`src/rtl/vram_cpu_port.sv`:
```
// CPU-side VDP port: control-port byte sequencer plus toggle-handshake
// requests to the VRAM arbiter for address set, data write and read prefetch.
module vram_cpu_port (
  input  logic        CLK21M,
  input  logic        RESET,
  input  logic        cpu_data_wr,
  input  logic        cpu_data_rd,
  input  logic        cpu_ctrl_wr,
  input  logic [7:0]  cpu_din,
  input  logic [3:0]  reg_r14,
  input  logic [7:0]  pram_dbi,
  input  logic        VDPVRAMWRACK,
  input  logic        VDPVRAMRDACK,
  input  logic        VDPVRAMADDRSETACK,
  input  logic        VDPVRAMREADINGR,
  output logic [7:0]  VDPVRAMACCESSDATA,
  output logic [17:0] VDPVRAMACCESSADDRTMP,
  output logic        VDPVRAMWRREQ,
  output logic        VDPVRAMRDREQ,
  output logic        VDPVRAMADDRSETREQ,
  output logic        VDPVRAMREADINGA,
  output logic [7:0]  cpu_dout,
  output logic        reg_wr,
  output logic [5:0]  reg_num,
  output logic [7:0]  reg_data,
  output logic        wr_overrun
);

  typedef enum logic {ST_FIRST, ST_SECOND} state_t;

  state_t      state_q, state_d;
  logic [7:0]  first_byte_q, first_byte_d;
  logic [17:0] addr_tmp_q, addr_tmp_d;
  logic [7:0]  access_data_q, access_data_d;
  logic        wr_req_q, wr_req_d;
  logic        rd_req_q, rd_req_d;
  logic        addr_set_req_q, addr_set_req_d;
  logic        reading_a_q, reading_a_d;
  logic [7:0]  read_buf_q, read_buf_d;
  logic [7:0]  cpu_dout_q, cpu_dout_d;
  logic        reg_wr_q, reg_wr_d;
  logic [5:0]  reg_num_q, reg_num_d;
  logic [7:0]  reg_data_q, reg_data_d;
  logic        wr_overrun_q, wr_overrun_d;

  logic wr_pending, rd_pending, addr_set_pending;

  assign wr_pending       = wr_req_q != VDPVRAMWRACK;
  assign rd_pending       = rd_req_q != VDPVRAMRDACK;
  assign addr_set_pending = addr_set_req_q != VDPVRAMADDRSETACK;

  always_ff @(posedge CLK21M) begin
    if (RESET) begin
      state_q        <= ST_FIRST;
      first_byte_q   <= 8'h00;
      addr_tmp_q     <= 18'h00000;
      access_data_q  <= 8'h00;
      wr_req_q       <= 1'b0;
      rd_req_q       <= 1'b0;
      addr_set_req_q <= 1'b0;
      reading_a_q    <= 1'b0;
      read_buf_q     <= 8'h00;
      cpu_dout_q     <= 8'h00;
      reg_wr_q       <= 1'b0;
      reg_num_q      <= 6'h00;
      reg_data_q     <= 8'h00;
      wr_overrun_q   <= 1'b0;
    end else begin
      state_q        <= state_d;
      first_byte_q   <= first_byte_d;
      addr_tmp_q     <= addr_tmp_d;
      access_data_q  <= access_data_d;
      wr_req_q       <= wr_req_d;
      rd_req_q       <= rd_req_d;
      addr_set_req_q <= addr_set_req_d;
      reading_a_q    <= reading_a_d;
      read_buf_q     <= read_buf_d;
      cpu_dout_q     <= cpu_dout_d;
      reg_wr_q       <= reg_wr_d;
      reg_num_q      <= reg_num_d;
      reg_data_q     <= reg_data_d;
      wr_overrun_q   <= wr_overrun_d;
    end
  end

  always_comb begin
    state_d        = state_q;
    first_byte_d   = first_byte_q;
    addr_tmp_d     = addr_tmp_q;
    access_data_d  = access_data_q;
    wr_req_d       = wr_req_q;
    rd_req_d       = rd_req_q;
    addr_set_req_d = addr_set_req_q;
    reading_a_d    = reading_a_q;
    read_buf_d     = read_buf_q;
    cpu_dout_d     = cpu_dout_q;
    reg_wr_d       = 1'b0;
    reg_num_d      = reg_num_q;
    reg_data_d     = reg_data_q;
    wr_overrun_d   = wr_overrun_q;

    // Only one CPU pulse is honoured per cycle: ctrl_wr > data_wr > data_rd.
    if (cpu_ctrl_wr) begin
      if (state_q == ST_FIRST) begin
        first_byte_d = cpu_din;
        state_d      = ST_SECOND;
      end else begin
        state_d = ST_FIRST;
        if (cpu_din[7]) begin
          reg_wr_d   = 1'b1;
          reg_num_d  = cpu_din[5:0];
          reg_data_d = first_byte_q;
        end else begin
          addr_tmp_d = {reg_r14, cpu_din[5:0], first_byte_q};
          if (!addr_set_pending) addr_set_req_d = ~addr_set_req_q;
          if (!cpu_din[6] && !rd_pending) rd_req_d = ~rd_req_q;
        end
      end
    end else if (cpu_data_wr) begin
      state_d = ST_FIRST;
      if (!wr_pending) begin
        access_data_d = cpu_din;
        wr_req_d      = ~wr_req_q;
      end else begin
        wr_overrun_d = 1'b1;
      end
    end else if (cpu_data_rd) begin
      state_d    = ST_FIRST;
      cpu_dout_d = read_buf_q;
      if (!rd_pending) rd_req_d = ~rd_req_q;
    end

    // Capture runs alongside any CPU access; a same-cycle read sees the old buffer.
    if (VDPVRAMREADINGR != reading_a_q) begin
      read_buf_d  = pram_dbi;
      reading_a_d = VDPVRAMREADINGR;
    end
  end

  assign VDPVRAMACCESSDATA    = access_data_q;
  assign VDPVRAMACCESSADDRTMP = addr_tmp_q;
  assign VDPVRAMWRREQ         = wr_req_q;
  assign VDPVRAMRDREQ         = rd_req_q;
  assign VDPVRAMADDRSETREQ    = addr_set_req_q;
  assign VDPVRAMREADINGA      = reading_a_q;
  assign cpu_dout             = cpu_dout_q;
  assign reg_wr               = reg_wr_q;
  assign reg_num              = reg_num_q;
  assign reg_data             = reg_data_q;
  assign wr_overrun           = wr_overrun_q;

endmodule

```
`config.mk`:
```
export PLATFORM = sky130hd
export DESIGN_NAME = vram_cpu_port
export DESIGN_NICKNAME = d
export VERILOG_FILES = /design/src/rtl/vram_cpu_port.sv
export SDC_FILE = /design/constraint.sdc
export NUM_CORES = 1
export LEC_CHECK = 0
export BUFFER_PORTS_ARGS = -buffer_cell sky130_fd_sc_hd__buf_2
export CORE_MARGIN = 2
export CORE_UTILIZATION = 40
export DETAILED_ROUTE_END_ITERATION = 10
export HOLD_SLACK_MARGIN = 0.05
export PLACE_DENSITY = 0.71
export SYNTH_ARGS = -nofsm -noshare
export SYNTH_HDL_FRONTEND = slang
export SYNTH_SLANG_ARGS = --single-unit
```
`constraint.sdc`:
```
create_clock -name CLK21M -period 1.09 [get_ports CLK21M]
set_input_delay 0.0545 -clock CLK21M [delete_from_list [all_inputs] [get_ports CLK21M]]
set_output_delay 0.0545 -clock CLK21M [all_outputs]
set_load 0.01 [all_outputs]
```
* Word level (Yosys, flattened, before mapping)
Cells that the tools add are included.
** Word-level totals
- Flip-flop bits (word level) :: 71
- Bits of input ports :: 29
- Logic and storage cells :: 58
** Operators by class
- Equal/unequal tests :: 9
- Muxes and demuxes :: 12
- Bitwise logic cells :: 9
- Reductions and logical operators :: 14
** Operator list (count)
- $reduce_and A3 Y1 :: 5
- $mux W1 :: 12
- $not A1 Y1 :: 9
- $ne A2 B1 Y1 const B :: 3
- $reduce_and A6 Y1 :: 1
- $ne A1 B1 Y1 :: 4
- $ne A2 B2 Y1 const B :: 2
- $reduce_and A4 Y1 :: 1
- $reduce_bool A3 Y1 :: 1
- $reduce_or A3 Y1 :: 1
- $logic_not A1 Y1 :: 2
- $reduce_and A2 Y1 :: 1
- $reduce_bool A2 Y1 :: 1
- $logic_and A1 B1 Y1 :: 1

* Depth between registers and ports, before layout
Gate-level depths: netlist of the first run.
- Depth in word-level cells :: 7
- Mapped depth :: 5
- Gate-level depth less buffers :: 3

* Least setup slack after synthesis of the first run
No wires, ideal clock.
- Kind :: reg2reg
- From :: reg wr_req_q, in the netlist VDPVRAMWRREQ
- To :: reg access_data_q[0], in the netlist VDPVRAMACCESSDATA[0]
- Setup time :: 70 ps
- Arrival time :: 1032 ps
- Required time :: 1020 ps
- Slack :: -12 ps
- Stages on the path, launching flop included :: 4
- Buffers on the path :: 0
- Period minus slack after synthesis :: 1102 ps
- Cells stage by stage :: dfxtp_1 -> xnor2_1 -> nand3_1 -> a21oi_1
** On the way
- Longest elaborated chain between the ends :: 3
** RTL lines
- start, declared :: RTL line 35 : logic wr_req_q, wr_req_d;
- start signal, assigned :: RTL line 73 : wr_req_q <= wr_req_d;
- $ne A1 B1 Y1 :: RTL line 48 : assign wr_pending = wr_req_q != VDPVRAMWRACK;
- $not A1 Y1 (no source line)
- $reduce_and A3 Y1 (no source line)
- end signal, assigned :: RTL line 72 : access_data_q <= access_data_d;
- end, declared :: RTL line 34 : logic [7:0] access_data_q, access_data_d;
No other way between the ends.
A chain may end at the register's enable or synchronous reset.

* Worst setup path after layout of the first run
- From :: reg state_q
- To :: reg rd_req_q, in the netlist VDPVRAMRDREQ
** On the way
- Longest elaborated chain between the ends :: 2
** RTL lines
- start, declared :: RTL line 31 : state_t state_q, state_d;
- start signal, assigned :: RTL line 69 : state_q <= state_d;
- $ne A2 B1 Y1 (no source line)
- $reduce_and A6 Y1 (no source line)
- end signal, assigned :: RTL line 74 : rd_req_q <= rd_req_d;
- end, declared :: RTL line 36 : logic rd_req_q, rd_req_d;
No other way between the ends.

==> results of run 1 <==
-- critical path, delay by kind of cell (launching register included) --
family / cells / cell delay (ns)
DFF: 1 / 0.37
AOI/OAI and AO/OA: 1 / 0.16
muxes: 1 / 0.31
and+or+nand+nor: 1 / 0.14
-- layout make-up --
class / instances / area [µm²] / area share [%]
Tap cell: 77 / 96.34 / 2.525
Clock buffer: 13 / 168.9 / 4.426
Timing Repair Buffer: 127 / 863.3 / 22.62
Sequential cell: 71 / 1433 / 37.54
Clock inverter: 3 / 40.04 / 1.049
Multi-Input combinational cell: 215 / 1215 / 31.84
-- power by group --
| part | switching (mW) | leakage [nW] | internal [mW] |
|---|---|---|---|
| Combinational | 0.323 | 0.937 | 0.295 |
| Clock | 0.923 | 0.109 | 1.24 |
| Sequential | 0.0616 | 0.579 | 2.68 |
-- sequential cells by signal, summed over array words and instances, names as in the netlist --
signal                count
read_buf_q                8
reg_data                  8
VDPVRAMRDREQ              1
cpu_dout                  8
wr_overrun                1
first_byte_q              8
VDPVRAMACCESSADDRTMP     18
reg_wr                    1
VDPVRAMWRREQ              1
VDPVRAMADDRSETREQ         1
VDPVRAMREADINGA           1
state_q                   1
VDPVRAMACCESSDATA         8
reg_num                   6
-- worst max-delay path by stage --
stage / end
CTS: first_byte_q[2]
global route: read_buf_q[0]
floorplan: read_buf_q[1]
global placement: VDPVRAMACCESSADDRTMP[6]
finish: VDPVRAMRDREQ
detailed placement: read_buf_q[1]
-- metrics by stage --
stage	std cells	setup TNS (ns)
6_report	506	0
5_1_grt	506	-0.3223
4_1_cts	504	0
3_5_place_dp	463	-1.956
3_3_place_gp	463	-0.2539
2_1_floorplan	304	0
-- cell families after synthesis --
kind of cell              count (synthesis)  synth area share, %
muxes                                     9                3.679
DFF                                      71                54.99
xor gates and xnor gates                  5                1.985
AOI/OAI and AO/OA                        70                14.23
buffers and inverters                    19                3.969
and+or+nand+nor                         130                21.15
-- layout by cell type, fill, tap and decap left out, types with 2 or more instances in the layout --
cell | netlist | final
nand2_1 | 96 | 89
buf_2 | 7 | 82
dfxtp_1 | 71 | 68
a21oi_1 | 58 | 46
dlygate4sd3_1 | 0 | 25
buf_4 | 2 | 13
a21oi_2 | 0 | 12
nor2_1 | 13 | 12
clkbuf_8 | 0 | 12
nand3_1 | 9 | 9
o21ai_0 | 9 | 9
mux2i_1 | 8 | 8
nand2_2 | 0 | 7
buf_6 | 2 | 4
dfxtp_4 | 0 | 3
nor2b_1 | 4 | 3
buf_12 | 0 | 3
xnor2_4 | 0 | 2
xor2_4 | 0 | 2
nand2b_1 | 2 | 2
clkinv_2 | 0 | 2
-- routing by layer --
layer	part of all wire [%]	global-route usage [%]	vias to the layer above	routed length (µm)
li1	-	-	1240	-
met1	45	23.52	1131	3011
met2	49	30.38	69	3308
met3	4.8	4.031	10	326
met4	1.1	7.504	0	76
met5	0	0	-	0
-- repair_timing --
item                                   4_1_cts  5_1_grt
gates resized for setup                      6       33
endpoints found under the hold margin       45        1
pin swaps                                    1       14
setup endpoints to repair                   44       42
cloned                                       0        2
==> impl_metrics.toml, run 1 <==
[timing]
fin_crit_ns = 1.083
setup-violations-final = 0
post-route-period-util_pct = 99.36
hold_viol = 0
finalMaxSlewViolations = 0
holdWs_ns = 0.03319
worst_pin_slew_ns = 0.3004
maxSlewHeadroom_pct = 79.89
fin_skew_ns = 0.008263
fmax_mhz = 923.3
finalWorstSetupSlack_ns = 0.006965
grt_setup_unrepaired = "yes"

[finish]
drive_above_1_share_pct = 35.20
nFillCells = 566
final_cell_area_mm2 = 0.003816
nNetsFinal = 453
diodes = 0
final_util_pct = 60.44
syn2layout_area_growth_pct = 47.63

[synth]
netlist.area_leader.share_pct = 54.99
yosysWarnings = 0
seq_area_frac_synth_pct = 54.99
synth_commonest_cells = "nand2_1, dfxtp_1, a21oi_1"
synth_most_common_cell = "nand2_1"
synthFlopType = "dfxtp_1"
avgSynthCellArea_um2 = 8.503
syn-cell-area_mm2 = 0.002585
netlist_instances = 304
syn-num-nets = 333
synth.largest_area_cell = "dfxtp_1"
synth-edff-count = 0
ys_top_cells_by_area = "dfxtp_1, nand2_1, a21oi_1"
ys_types = 26
ys_ff_latch = 71
ys_async_sr_fraction_pct = 0

[setup_path]
r2r_cells = 3
crit_chain = "and2_1 -> o211ai_2 -> mux2_4"
cp.required_ns = 1.31
arrival_ns = 1.30
reg2reg_slack_ns = 0.007
startpoint_type = "flop"
critPathKind = "flop to flop"
endpoint_kind = "flop"
critPathLaunch = "state_q"
slowest_stage = "dfxtp_4"
r2r-end = "VDPVRAMRDREQ"
critical_path.max_stage_delay_ns = 0.37
r2r_start = "state_q"
cp_max_fo = 8

[hold_path]
hold_path_startpoint = "cpu_data_wr"
worst_hold_path_type = "primary input to flop"
hold_end = "state_q"
hold_depth = 3

[drt]
via_per_inst = 4.842
drt_iter0_drc = 68
wl_um = 6722
drc_errors = 0
first_pass_iters = 4
wl_per_cell_um = 13.28
antenna_left = 0
vias = 2450

[grt]
grt_pass1_vias = 2243
overflow = 0
antenna_found_initial = 0
grt_max_degree = 34
grt_pass1_wl_um = 10520
grtUsageTotal_pct = 18.42

[clock_network]
cts_buffer_depth = 2
cts_sinks = 71
cts_tree = "yes"
cts_buffers = 9
cts_setup_buffers = 0
hold_buffers = 25
path_clk_slew_ns = 0.07
clockRootBuffer = "clkbuf_8"
htree_levels = 3
insertion_delay_ns = 0.33

[place]
dpl_worst_slack_ns = -0.1311
placed_cell_area_mm2 = 0.003177
portBuffers = 82
globalplace.congestion = 0.7538
hpwlAfterDp_um = 4320

[die]
ioPinCount = 83
coreArea_mm2 = 0.006314
row_count = 29
chipHeight_um = 84.39
start_util_pct = 40.94
dieArea_mm2 = 0.007122
die_w_um = 84.39

[power]
total_power_mw = 5.518
peakVddDrop_mv = 0.7876
powerDensity_mw_per_mm2 = 1446
p_leak_nw = 1.626

[run_status]
outcome = "completed"

[flow_run]
maxCapViolCount = 0
No activity file was read; power rests on OpenSTA's default activity.
==> run 2: changes to the inputs <==
Settings changed: CORE_ASPECT_RATIO from default to 0.7.
==> impl_metrics.toml, run 2 (synthesized netlist as in run 1, its figures left out) <==
[setup_path]
critical_path.max_stage_delay_ns = 0.36
crit_chain = "buf_12 -> xnor2_4 -> nand2_1 -> a21oi_2"
startpoint_type = "flop"
cp.required_ns = 1.36
arrival_ns = 1.40
cp_max_fo = 8
slowest_stage = "dfxtp_4"
reg2reg_slack_ns = -0.04
endpoint_kind = "flop"
critPathBufInv = 1
path_delay_family = "flip-flops"
critPathKind = "flop to flop"

[clock_network]
htree_levels = 3
hold_buffers = 24
cts_buffer_depth = 2
clockRootBuffer = "clkbuf_8"
cts_tree = "yes"
cts_sinks = 71
path_clk_slew_ns = 0.08
cts_buffers = 9
insertion_delay_ns = 0.34

[drt]
first_pass_iters = 4
drt_iter0_drc = 80
vias = 2424
wl_per_cell_um = 13.87
drc_errors = 0
antenna_left = 0
wl_um = 7005
via_per_inst = 4.800

[grt]
antenna_found_initial = 0
grt_max_degree = 33
use_met1_pct = 26.29
met3_usage_pct = 7.122
grt_use_met2_pct = 31.01
grt_busiest_layer = "met2"
overflow = 0
grt_pass1_vias = 2387
grt_pass1_wl_um = 11030
grtUsageTotal_pct = 19.87

[finish]
drive_above_1_share_pct = 34.66
nNetsFinal = 451
nFillCells = 574
multiInputGateArea_mm2 = 0.001187
syn2layout_area_growth_pct = 46.13
largest_reg_flops = 18
layout_common_cells = "nand2_1, buf_2, dfxtp_1, a21oi_1, dlygate4sd3_1"
final_common_cell = "nand2_1"
final-seq-area_mm2 = 0.001433
diodes = 0

[timing]
finalWorstSetupSlack_ns = -0.04170
holdWs_ns = -0.02143
grt_setup_unrepaired = "yes"
post-route-period-util_pct = 103.8
finalMaxSlewViolations = 0
fmax_mhz = 883.6
worst_pin_slew_ns = 0.3253
maxSlewHeadroom_pct = 78.21
setup-violations-final = 4
fin_skew_ns = 0.01361
fin_crit_ns = 1.132
hold_viol = 1

[die]
row_count = 24
start_util_pct = 41.39
dieArea_mm2 = 0.007132
ioPinCount = 83
coreArea_mm2 = 0.006246
chipHeight_um = 71.26
die_w_um = 100.1

[run_status]
violations = "negative hold slack, negative setup slack"
outcome = "finished, violations left"

[place]
dpl_worst_slack_ns = -0.1612
globalplace.congestion = 0.8300
portBuffers = 82
hpwlAfterDp_um = 4575

[power]
p_leak_nw = 1.606
powerDensity_mw_per_mm2 = 1504
peakVddDrop_mv = 0.7642

[hold_path]
worst_hold_path_type = "primary input to flop"

[flow_run]
maxCapViolCount = 0
[run 2: stage by stage]
stage | TNS, ns | total power, mW | cells | util (%) | area [µm²]
finish | -0.09546 | 5.682 | 505 | 60.48 | 3777
global route | -0.6835 | 5.908 | 505 | 60.48 | 3777
CTS | 0 | 5.640 | 503 | 58.15 | 3632
detailed placement | -1.815 | 3.264 | 463 | 50.36 | 3146
global placement | -0.6731 | 3.252 | 463 | 50.36 | 3146
floorplan | 0 | 3.048 | 304 | - | 2592
[run 2: what timing repair did]
action	CTS	global route
hold endpoints to repair	44	1
buffers inserted	0	1
cloned	0	2
pin swaps	1	18
resized for setup	5	35
endpoints found under the setup margin	44	42
[run 2: per-layer routing]
layer | wire length [µm] | vias up
met5 | 0 | -
li1 | - | 1236
met1 | 3303 | 1124
met4 | 44 | 0
met3 | 367 | 4
met2 | 3290 | 60
[run 2: path summary, 6_finish.rpt]
path	startpoint	to	depth (start not counted)
setup / recovery	VDPVRAMREADINGA	read_buf_q[2]	4
hold / removal	cpu_data_rd	state_q	3
setup reg to reg	VDPVRAMREADINGA	read_buf_q[2]	4
hold reg to reg	VDPVRAMACCESSADDRTMP[7]	VDPVRAMACCESSADDRTMP[7]	2
[run 2: power breakdown]
part	internal (mW)	leakage [nW]	switching (mW)
Combinational	0.296	0.918	0.321
Clock	1.35	0.110	0.975
Sequential	2.68	0.579	0.0620
[run 2: area by class of cell]
class                   instances  area share [%]
well taps                      78           2.584
repair buffers                125           22.16
multi-input cells             215           31.43
flip-flops and latches         71           37.93
clock buffers                  11           3.743
clock inverters                 5           2.153
[run 2: tightest hold or removal path, cell delays in order]
cell and delay (ns):
buf_2 0.08, or4b_1 0.10, a21oi_1 0.05
